--- config.mk ---
export PLATFORM = sky130hd
export DESIGN_NAME = para_seq_gen
export DESIGN_NICKNAME = d
export VERILOG_FILES = /design/src/rtl/cnn_para_pkg.sv /design/src/rtl/para_store.sv /design/src/rtl/para_seq_gen.sv
export SDC_FILE = /design/constraint.sdc
export NUM_CORES = 1
export LEC_CHECK = 0
export CAP_MARGIN = 20
export CORE_ASPECT_RATIO = 0.8
export CORE_MARGIN = 2
export CORE_UTILIZATION = 24
export CTS_CLUSTER_DIAMETER = 40
export DETAILED_ROUTE_END_ITERATION = 8
export SYNTH_ARGS = -nofsm -noshare
export SYNTH_HDL_FRONTEND = slang
export SYNTH_SLANG_ARGS = --single-unit
--- constraint.sdc ---
create_clock -name clk -period 5.18 [get_ports clk]
set_clock_uncertainty 0.05 [all_clocks]
set_input_delay 1.036 -clock clk [delete_from_list [all_inputs] [get_ports clk]]
set_output_delay 1.036 -clock clk [all_outputs]
set_load 0.05 [all_outputs]
--- src/rtl/cnn_para_pkg.sv ---
// Shared types and width helpers for the conv-layer parameter sequencer.
package cnn_para_pkg;

  localparam int DW_DEF = 16;

  typedef enum logic [1:0] {IDLE, LOAD, RUN} state_t;

  // Index width that never collapses to zero bits for single-entry dimensions.
  function automatic int w_min1(input int n);
    return (n > 1) ? $clog2(n) : 1;
  endfunction

  function automatic int aw_w(input int nf, input int nch, input int k);
    return w_min1(nf * nch * k);
  endfunction

  function automatic int fw_w(input int nf);
    return w_min1(nf);
  endfunction

  function automatic int cw_w(input int nch);
    return w_min1(nch);
  endfunction

  function automatic int rw_w(input int k);
    return w_min1(k);
  endfunction

endpackage

--- src/rtl/para_store.sv ---
// Kernel-row and bias register files with one write port each and a registered read.
module para_store import cnn_para_pkg::*; #(
  parameter int DW     = DW_DEF,
  parameter int K      = 3,
  parameter int N_FILT = 4,
  parameter int N_CH   = 2,
  localparam int DEPTH = N_FILT * N_CH * K,
  localparam int AW    = aw_w(N_FILT, N_CH, K),
  localparam int FW    = fw_w(N_FILT)
) (
  input  logic            clk,
  input  logic            rst,
  input  logic            wr_en,
  input  logic [AW-1:0]   wr_addr,
  input  logic [K*DW-1:0] wr_data,
  input  logic            bwr_en,
  input  logic [FW-1:0]   bwr_addr,
  input  logic [DW-1:0]   bwr_data,
  input  logic            rd_en,
  input  logic [AW-1:0]   rd_addr,
  input  logic [FW-1:0]   rd_f,
  output logic [K*DW-1:0] rd_row,
  output logic [DW-1:0]   rd_bias
);

  localparam logic [AW:0] DEPTH_L = (AW+1)'(DEPTH);
  localparam logic [FW:0] NF_L    = (FW+1)'(N_FILT);

  logic [K*DW-1:0] rows   [DEPTH];
  logic [DW-1:0]   biases [N_FILT];

  // Storage itself is never reset so coefficients survive a sequencer reset.
  always_ff @(posedge clk) begin
    if (wr_en && ({1'b0, wr_addr} < DEPTH_L))
      rows[wr_addr] <= wr_data;
    if (bwr_en && ({1'b0, bwr_addr} < NF_L))
      biases[bwr_addr] <= bwr_data;
  end

  // The read registers double as the beat output registers: a write landing
  // on the held row cannot disturb it, and same-cycle write/read sees old data.
  always_ff @(posedge clk or negedge rst) begin
    if (!rst) begin
      rd_row  <= '0;
      rd_bias <= '0;
    end else if (rd_en) begin
      rd_row  <= rows[rd_addr];
      rd_bias <= biases[rd_f];
    end
  end

endmodule

--- src/rtl/para_seq_gen.sv ---
// Filter/bias sequencer: streams kernel rows (r fastest, then filter, then channel)
// with the matching bias under valid/ready, optionally looping with no idle gap.
module para_seq_gen import cnn_para_pkg::*; #(
  parameter int DW     = DW_DEF,
  parameter int K      = 3,
  parameter int N_FILT = 4,
  parameter int N_CH   = 2,
  localparam int AW    = aw_w(N_FILT, N_CH, K),
  localparam int FW    = fw_w(N_FILT),
  localparam int CW    = cw_w(N_CH),
  localparam int RW    = rw_w(K)
) (
  input  logic            clk,
  input  logic            rst,
  input  logic            start,
  input  logic            loop_en,
  input  logic            wr_en,
  input  logic [AW-1:0]   wr_addr,
  input  logic [K*DW-1:0] wr_data,
  input  logic            bwr_en,
  input  logic [FW-1:0]   bwr_addr,
  input  logic [DW-1:0]   bwr_data,
  output logic [K*DW-1:0] filt,
  output logic [DW-1:0]   bias,
  output logic            out_valid,
  input  logic            out_ready,
  output logic [CW-1:0]   out_ch,
  output logic [FW-1:0]   out_f,
  output logic [RW-1:0]   out_row,
  output logic            out_last,
  output logic            done,
  output logic            busy
);

  state_t          state_q, state_d;
  logic            acc, ld, first, drop_valid, done_d;
  logic            r_wrap, f_wrap;
  logic [RW-1:0]   nxt_r;
  logic [FW-1:0]   nxt_f;
  logic [CW-1:0]   nxt_ch;
  logic [AW-1:0]   nxt_addr;
  logic            nxt_last;

  assign acc  = out_valid & out_ready;
  assign busy = (state_q != IDLE);

  always_ff @(posedge clk or negedge rst) begin
    if (!rst) state_q <= IDLE;
    else      state_q <= state_d;
  end

  always_comb begin
    state_d    = state_q;
    ld         = 1'b0;
    first      = 1'b0;
    drop_valid = 1'b0;
    done_d     = 1'b0;
    unique case (state_q)
      IDLE: if (start) state_d = LOAD;
      LOAD: begin
        ld      = 1'b1;
        first   = 1'b1;
        state_d = RUN;
      end
      RUN: if (acc) begin
        if (out_last) begin
          done_d = 1'b1;
          // Counters wrap to (0,0,0) after the last beat, so looping is just another load.
          if (loop_en) ld = 1'b1;
          else begin
            drop_valid = 1'b1;
            state_d    = IDLE;
          end
        end else begin
          ld = 1'b1;
        end
      end
      default: state_d = IDLE;
    endcase
  end

  always_comb begin
    r_wrap = (out_row == RW'(K - 1));
    f_wrap = (out_f == FW'(N_FILT - 1));
    nxt_r  = r_wrap ? '0 : out_row + 1'b1;
    nxt_f  = out_f;
    nxt_ch = out_ch;
    if (r_wrap) begin
      nxt_f = f_wrap ? '0 : out_f + 1'b1;
      if (f_wrap)
        nxt_ch = (out_ch == CW'(N_CH - 1)) ? '0 : out_ch + 1'b1;
    end
    if (first) begin
      nxt_r  = '0;
      nxt_f  = '0;
      nxt_ch = '0;
    end
    nxt_last = (nxt_ch == CW'(N_CH - 1)) && (nxt_f == FW'(N_FILT - 1)) &&
               (nxt_r == RW'(K - 1));
    nxt_addr = AW'((int'(nxt_f) * N_CH + int'(nxt_ch)) * K + int'(nxt_r));
  end

  always_ff @(posedge clk or negedge rst) begin
    if (!rst) begin
      out_valid <= 1'b0;
      out_last  <= 1'b0;
      out_row   <= '0;
      out_f     <= '0;
      out_ch    <= '0;
      done      <= 1'b0;
    end else begin
      done <= done_d;
      if (ld) begin
        out_valid <= 1'b1;
        out_last  <= nxt_last;
        out_row   <= nxt_r;
        out_f     <= nxt_f;
        out_ch    <= nxt_ch;
      end else if (drop_valid) begin
        out_valid <= 1'b0;
        out_last  <= 1'b0;
      end
    end
  end

  para_store #(
    .DW(DW), .K(K), .N_FILT(N_FILT), .N_CH(N_CH)
  ) u_store (
    .clk      (clk),
    .rst      (rst),
    .wr_en    (wr_en),
    .wr_addr  (wr_addr),
    .wr_data  (wr_data),
    .bwr_en   (bwr_en),
    .bwr_addr (bwr_addr),
    .bwr_data (bwr_data),
    .rd_en    (ld),
    .rd_addr  (nxt_addr),
    .rd_f     (nxt_f),
    .rd_row   (filt),
    .rd_bias  (bias)
  );

endmodule

==> key figures <==
Clock tree
  • Hold_buf cts: 0
  • CTS resizes: 0
  • CTS tree: built
  • Clk_lat worst skew: between 0.7 and 0.8 ns
  • Worst-path clk slew: around 0.060 ns
  • H-tree Lvls: 4
  • CTS buffer count: approximately 140
  • Postcts setup bufs: 0
  • CTS max path bufs: 3
  • Clk sinks: 1290
  • Root buf cell: clkbuf_16

Critical path
  • CP max FO: 16
  • CP required: between 5 and 6 ns
  • Slowest-stage cell, CP: fa_4
  • Crit path capture type: register
  • Worst R2R Setup Slack: 0.66 ns
  • CP most frequent cell: inv_1
  • CP Launch Type: register
  • Worst Path Arrival: 5.15 ns
  • WS Path Type: reg -> reg
  • CP cell instances: ha_1 -> nand3b_1 -> xor2_1 -> nor2_1 -> inv_1 -> fa_1 -> inv_1 -> ha_4 -> fa_4 -> inv_1 -> nor2_4 -> buf_12 -> a22oi_1 -> a31oi_1
  • Max stage delay on crit path: 1.00 ns

Global routing
  • Grt total ovfl: 0
  • Largest net degree at the start of global routing: between 70 and 80
  • Initial antenna violation count: 36
  • Vias in the first global route: between 20000 and 25000
  • Global-route wire length before repair: about 180000 µm
  • GRT Total Usage: about 12%

Die
  • Die X: just over 500 µm
  • Initial core utilization: roughly 24%
  • Number of core rows: roughly 150
  • Die H: around 410 µm
  • Die area: between 200000 and 250000 µm²
  • CORE AREA: about 200000 µm²
  • Ports: about 150

Logic synthesis
  • Avg Synthesized Cell Area: between 20 and 25 µm²
  • Area fraction of the dominant cell type after synthesis: 74.1%
  • Post-synth cell types: 48
  • Synthesized cell area: roughly 50000 µm²
  • Post-Syn Nets: around 2500
  • Register area share after synthesis: just under 80%
  • Post-Syn Instances: between 2000 and 2500
  • Top-count cell post-synth: edfxtp_1
  • Synth top area cells: edfxtp_1, mux4_2, mux2i_1
  • Synthesis warning total: 0
  • Fraction of registers with async set or reset after synthesis: ~5.7%
  • Synthesized flop and latch total: 1290
  • Number of synthesized flops with an enable pin: between 1000 and 1500
  • Top FF cell, synth: edfxtp_1
  • Area leader, netlist: edfxtp_1
  • Synth cell count leaders: edfxtp_1, mux2i_1, mux4_2

Pwr
  • Pwr/cell area: about 570 nW/µm²
  • Worst IR Drop VDD: 0.525 mV
  • Combinational Power Share: 32.5%
  • Pint: ~0.023 W
  • Switching pwr: 0.0111 W
  • Clock power frac: about a third
  • Sequential power share: between 30% and 40%
  • Sw Share: 32.7%
  • Leak: 18.4 nW
  • Pwr Total: roughly 0.034 W

Route
  • Via Count: between 20000 and 25000
  • Routed WL: 129000 µm
  • DR iter-0 viols: 2624
  • DR vias/cell: between 4 and 5
  • DRT Pass-1 Iters: 5
  • Routed Antenna Nets: 0
  • WL/cell: between 20 and 25 µm
  • DRC Markers: 0

Flow run
  • Max_cap viols: 0

Placement
  • Cell Area, Placed: 54800 µm²
  • Port bufs: 150
  • Final Wtd Congestion: slightly above 0.7
  • Detailed Place HPWL: about 68000 µm

Timing
  • Hold Vio Cnt, Final: 0
  • Unrepaired setup endpoints after global routing: false
  • Pins Over Slew Limit: 0
  • Slew HR: between 30% and 40%
  • Fin crit share: 87.2%
  • Max Fclk: 221 MHz
  • Min cycle time layout: about 4.5 ns
  • Setup TNS Final: 0 ns
  • Setup Viol. Count Final: 0
  • Worst-Margin Slew: approximately 0.95 ns

Min path
  • Worst Hold Class: in -> async

Layout
  • Nets: 2756
  • Layout cells sized above 1: about a fifth
  • Post-route cell area: 60000 µm²
  • P&R area growth vs syn: 21.8%
  • Number of fill cells: between 15000 and 20000

Status
  • Status: finished clean
-- power by group through the flow --
stage | Sequential, W | Clock, W | Combinational, W
after global routing | 0.0122 | 0.0114 | 0.0118
after detailed placement | 0.0124 | 0 | 0.0111
final | 0.0121 | 0.0108 | 0.0110
after CTS | 0.0122 | 0.0110 | 0.0111
after global placement | 0.0124 | 0 | 0.0111
after floorplan | 0.0130 | 0 | 0.00685
-- routing by layer --
| metal | up-vias | global-route usage, % | wire length (µm) |
|---|---|---|---|
| met5 | - | 0 | 223 |
| met2 | 920 | 18.1 | 57800 |
| met3 | 228 | 3.69 | 11100 |
| li1 | 10500 | - | - |
| met1 | 13200 | 16.8 | 57000 |
| met4 | 40 | 3.43 | 2610 |
-- worst max-delay path: cells and delay by family (launching register included) --
family | cells | cell delay [ns]
AOI/OAI and AO/OA | 2 | 0.30
xor gates and xnor gates | 1 | 0.14
DFF | 1 | 0.42
adders and majority gates | 4 | 1.86
and+or+nand+nor | 3 | 0.88
buffers and inverters | 4 | 0.75
-- sequential cells by signal (all words and copies together) (netlist names) --
register and flops:
out_f 2, u_store.rd_row 48, u_store.rows 1152, u_store.biases 64
out_last 1, out_valid 1, out_ch 1, done 1
u_store.rd_bias 16, state_q 2, out_row 2
-- stage by stage --
| stage | hold WS (ns) | worst slack (ns) | util, % | cells |
|---|---|---|---|---|
| 2_1_floorplan | 0.468 | 1.02 | - | 2426 |
| 3_3_place_gp | 0.420 | 0.705 | 26.9 | 5220 |
| 3_5_place_dp | 0.426 | 0.640 | 26.9 | 5220 |
| 4_1_cts | 0.185 | 0.621 | 29.4 | 5486 |
| 5_1_grt | 0.223 | 0.425 | 29.4 | 5488 |
| 6_report | 0.233 | 0.664 | 29.5 | 5490 |
-- cell type report --
class                           instances  area (µm²)  share of cell area [%]
Multi-Input combinational cell        989       10500                    17.4
Sequential cell                      1290       38400                    64.0
Inverter                               11        41.3                  0.0688
Tap cell                             2700        3380                    5.63
Clock buffer                          186        3910                    6.52
Timing Repair Buffer                  230        2610                    4.35
Clock inverter                         80        1220                    2.03
Antenna cell                            4        10.0                  0.0167
-- cell families after synthesis --
logic type                 after synthesis  synth area share [%]
DFF                                   1290                  77.9
muxes                                  435                  13.3
buffers and inverters                  147                  1.47
xor gates and xnor gates                 2                0.0356
adders and majority gates               12                 0.335
and+or+nand+nor                        254                  2.43
AOI/OAI and AO/OA                      286                  4.51
-- path summary, 6_finish.rpt --
path                                     startpoint             endpoint  cells past startpoint
min in group clk                u_store.rd_bias[14]  u_store.rd_bias[14]                      2
worst max register to register             out_f[0]    u_store.rd_row[8]                     14
worst max-delay path                       out_f[0]    u_store.rd_row[8]                     14
worst min-delay path                            rst   u_store.rd_bias[5]                      1
max in group asynchronous                       rst   u_store.rd_row[36]                      2
worst min register to register  u_store.rd_bias[14]  u_store.rd_bias[14]                      2
-- cells in the final DEF, fill, tap and decap left out, types with 54 or more instances in the layout --
| cell | n |
|---|---|
| clkbuf_16 | 146 |
| a22oi_1 | 160 |
| mux4_2 | 176 |
| mux2i_1 | 258 |
| edfxtp_1 | 1216 |
| nand2_1 | 54 |
| a31oi_1 | 56 |
| dfrtp_1 | 74 |
| nor2_1 | 56 |
| clkdlybuf4s50_1 | 149 |
No activity file was read; power rests on OpenSTA's default activity.
==> variant, RTL diff (same flow settings) <==
Re-encode `state_t` (3 states) as one-hot, 3 bits wide.
--- a/src/rtl/cnn_para_pkg.sv
+++ b/src/rtl/cnn_para_pkg.sv
@@ -4,5 +4,5 @@
   localparam int DW_DEF = 16;
 
-  typedef enum logic [1:0] {IDLE, LOAD, RUN} state_t;
+  typedef enum logic [2:0] {IDLE = 3'b001, LOAD = 3'b010, RUN = 3'b100} state_t;
 
   // Index width that never collapses to zero bits for single-entry dimensions.
Function: no difference found for any inputs over 4 cycles, from zero or initial values and one cycle with rst low; so few cycles prove little.
==> variant against the original RTL <==
- wire length is 1.3% higher
- synthesized cell count is 2.1% lower
- combinational power is 62% higher
- total power rose by 23%
- cell area rose by 1.4%
- worst setup slack got worse by 0.19 ns
- sequential share of layout area shrank 0.84 points
- sequential power about the same
- count of clock-buffer cells in the layout rose by 14
- sequential cell count is 1 higher
- synthesized area is 0.22% higher
- die area up 0.22%
==> variant: results (changes against the original RTL) <==
[outcome]
status=complete, no violations

[cells_and_area]
fin_util=0.298  ; +0.00387
final_cell_count_no_fill=5512  ; +0.40%
drive_above_1_share=0.234  ; +0.0367
fin_nets=2757  ; +0.036%

[global_route]
grt_antenna_before_repair=20  ; -44%
grt_pass1_vias=25066  ; +0.77%
grt_max_degree=63  ; -19%
track_usage=0.122  ; +0.00106
use_met3=0.0339  ; -0.00297
grt_use_met2=0.188  ; +0.00734
grt_pass1_wl_um=185000  ; +1.8%

[yosys]
yosys-mux-area-fraction=0.134  ; +0.00130
syn_inst=2376  ; -2.1%
synth_area_leaders=edfxtp_1 (74%), mux4_2 (9.7%), mux2i_1 (3.8%), dfrtp_1 (3.8%), a22oi_1 (1.9%)
synth-xor-area-share=0.000532  ; +0.000177
synth_compound_area_frac=0.0404  ; -0.00469
synthAdderAreaFrac=0.00233  ; -0.00102
yosysSeqAreaShare=0.778  ; -0.00121
synthDistinctLibCells=57  ; +19%

[critical_path]
cp-endpoint=u_store.rd_row[20]
crit_fanout=29  ; +13
r2r.worst_path.cells=12  ; -2
cp_top_family=simple AND/OR/NAND/NOR gates
startpoint=state_q[2]
cp_slowest_stage_delay_ns=0.89  ; -0.11 ns

[sta]
tightest_slew_ns=1.16  ; +0.215 ns

[drt]
wl_met2_um=59900  ; +3.6%
first_iter_violations=2670  ; +1.8%
routedWlPerCell_um=23.6  ; +0.85%
vias_per_cell=4.52  ; -0.38%
m1WireLength_um=57300  ; +0.64%
wl_met3_um=10200  ; -8.0%

[place]
dp_cells=5205  ; -0.29%
routabilityCongestion=0.726  ; +0.68%
dpl.hpwl_um=73600  ; +8.4%
pre_cts_ws_ns=0.460  ; -0.180 ns
dpl-instance-area_sq_mm=0.0551  ; +0.44%

[pwr]
cellLeakagePower_nw=19.6  ; +6.2%
worst_ir_drop_vdd_uv=819  ; +56%

[clock_tree]
cts_buffers=163  ; +13%

[variant: cell types whose count changed after synthesis, sizes merged, moves of 18 or more]
cell and change:
mux2i -72, a31oi -18, nor2 +19, a22oi -36, mux4 +36
[variant: power by group through the flow]
| stage | clock (mW) | combinational [mW] | sequential [mW] |
|---|---|---|---|
| final | 11.6 | 17.8 | 12.1 |
| after global routing | 12.3 | 19.0 | 12.2 |
| after CTS | 11.9 | 18.1 | 12.2 |
| after detailed placement | 0 | 18.1 | 12.4 |
| after global placement | 0 | 18.0 | 12.4 |
| after floorplan | 0 | 11.8 | 13.1 |
[variant: final cells by class]
| class | count | area share |
|---|---|---|
| diodes | 1 | 0.0000411 |
| well taps | 2700 | 0.0555 |
| clock inverters | 105 | 0.0238 |
| multi-input cells | 950 | 0.172 |
| clock buffers | 200 | 0.0703 |
| repair buffers | 259 | 0.0469 |
| inverters | 6 | 0.000370 |
| flip-flops and latches | 1291 | 0.631 |
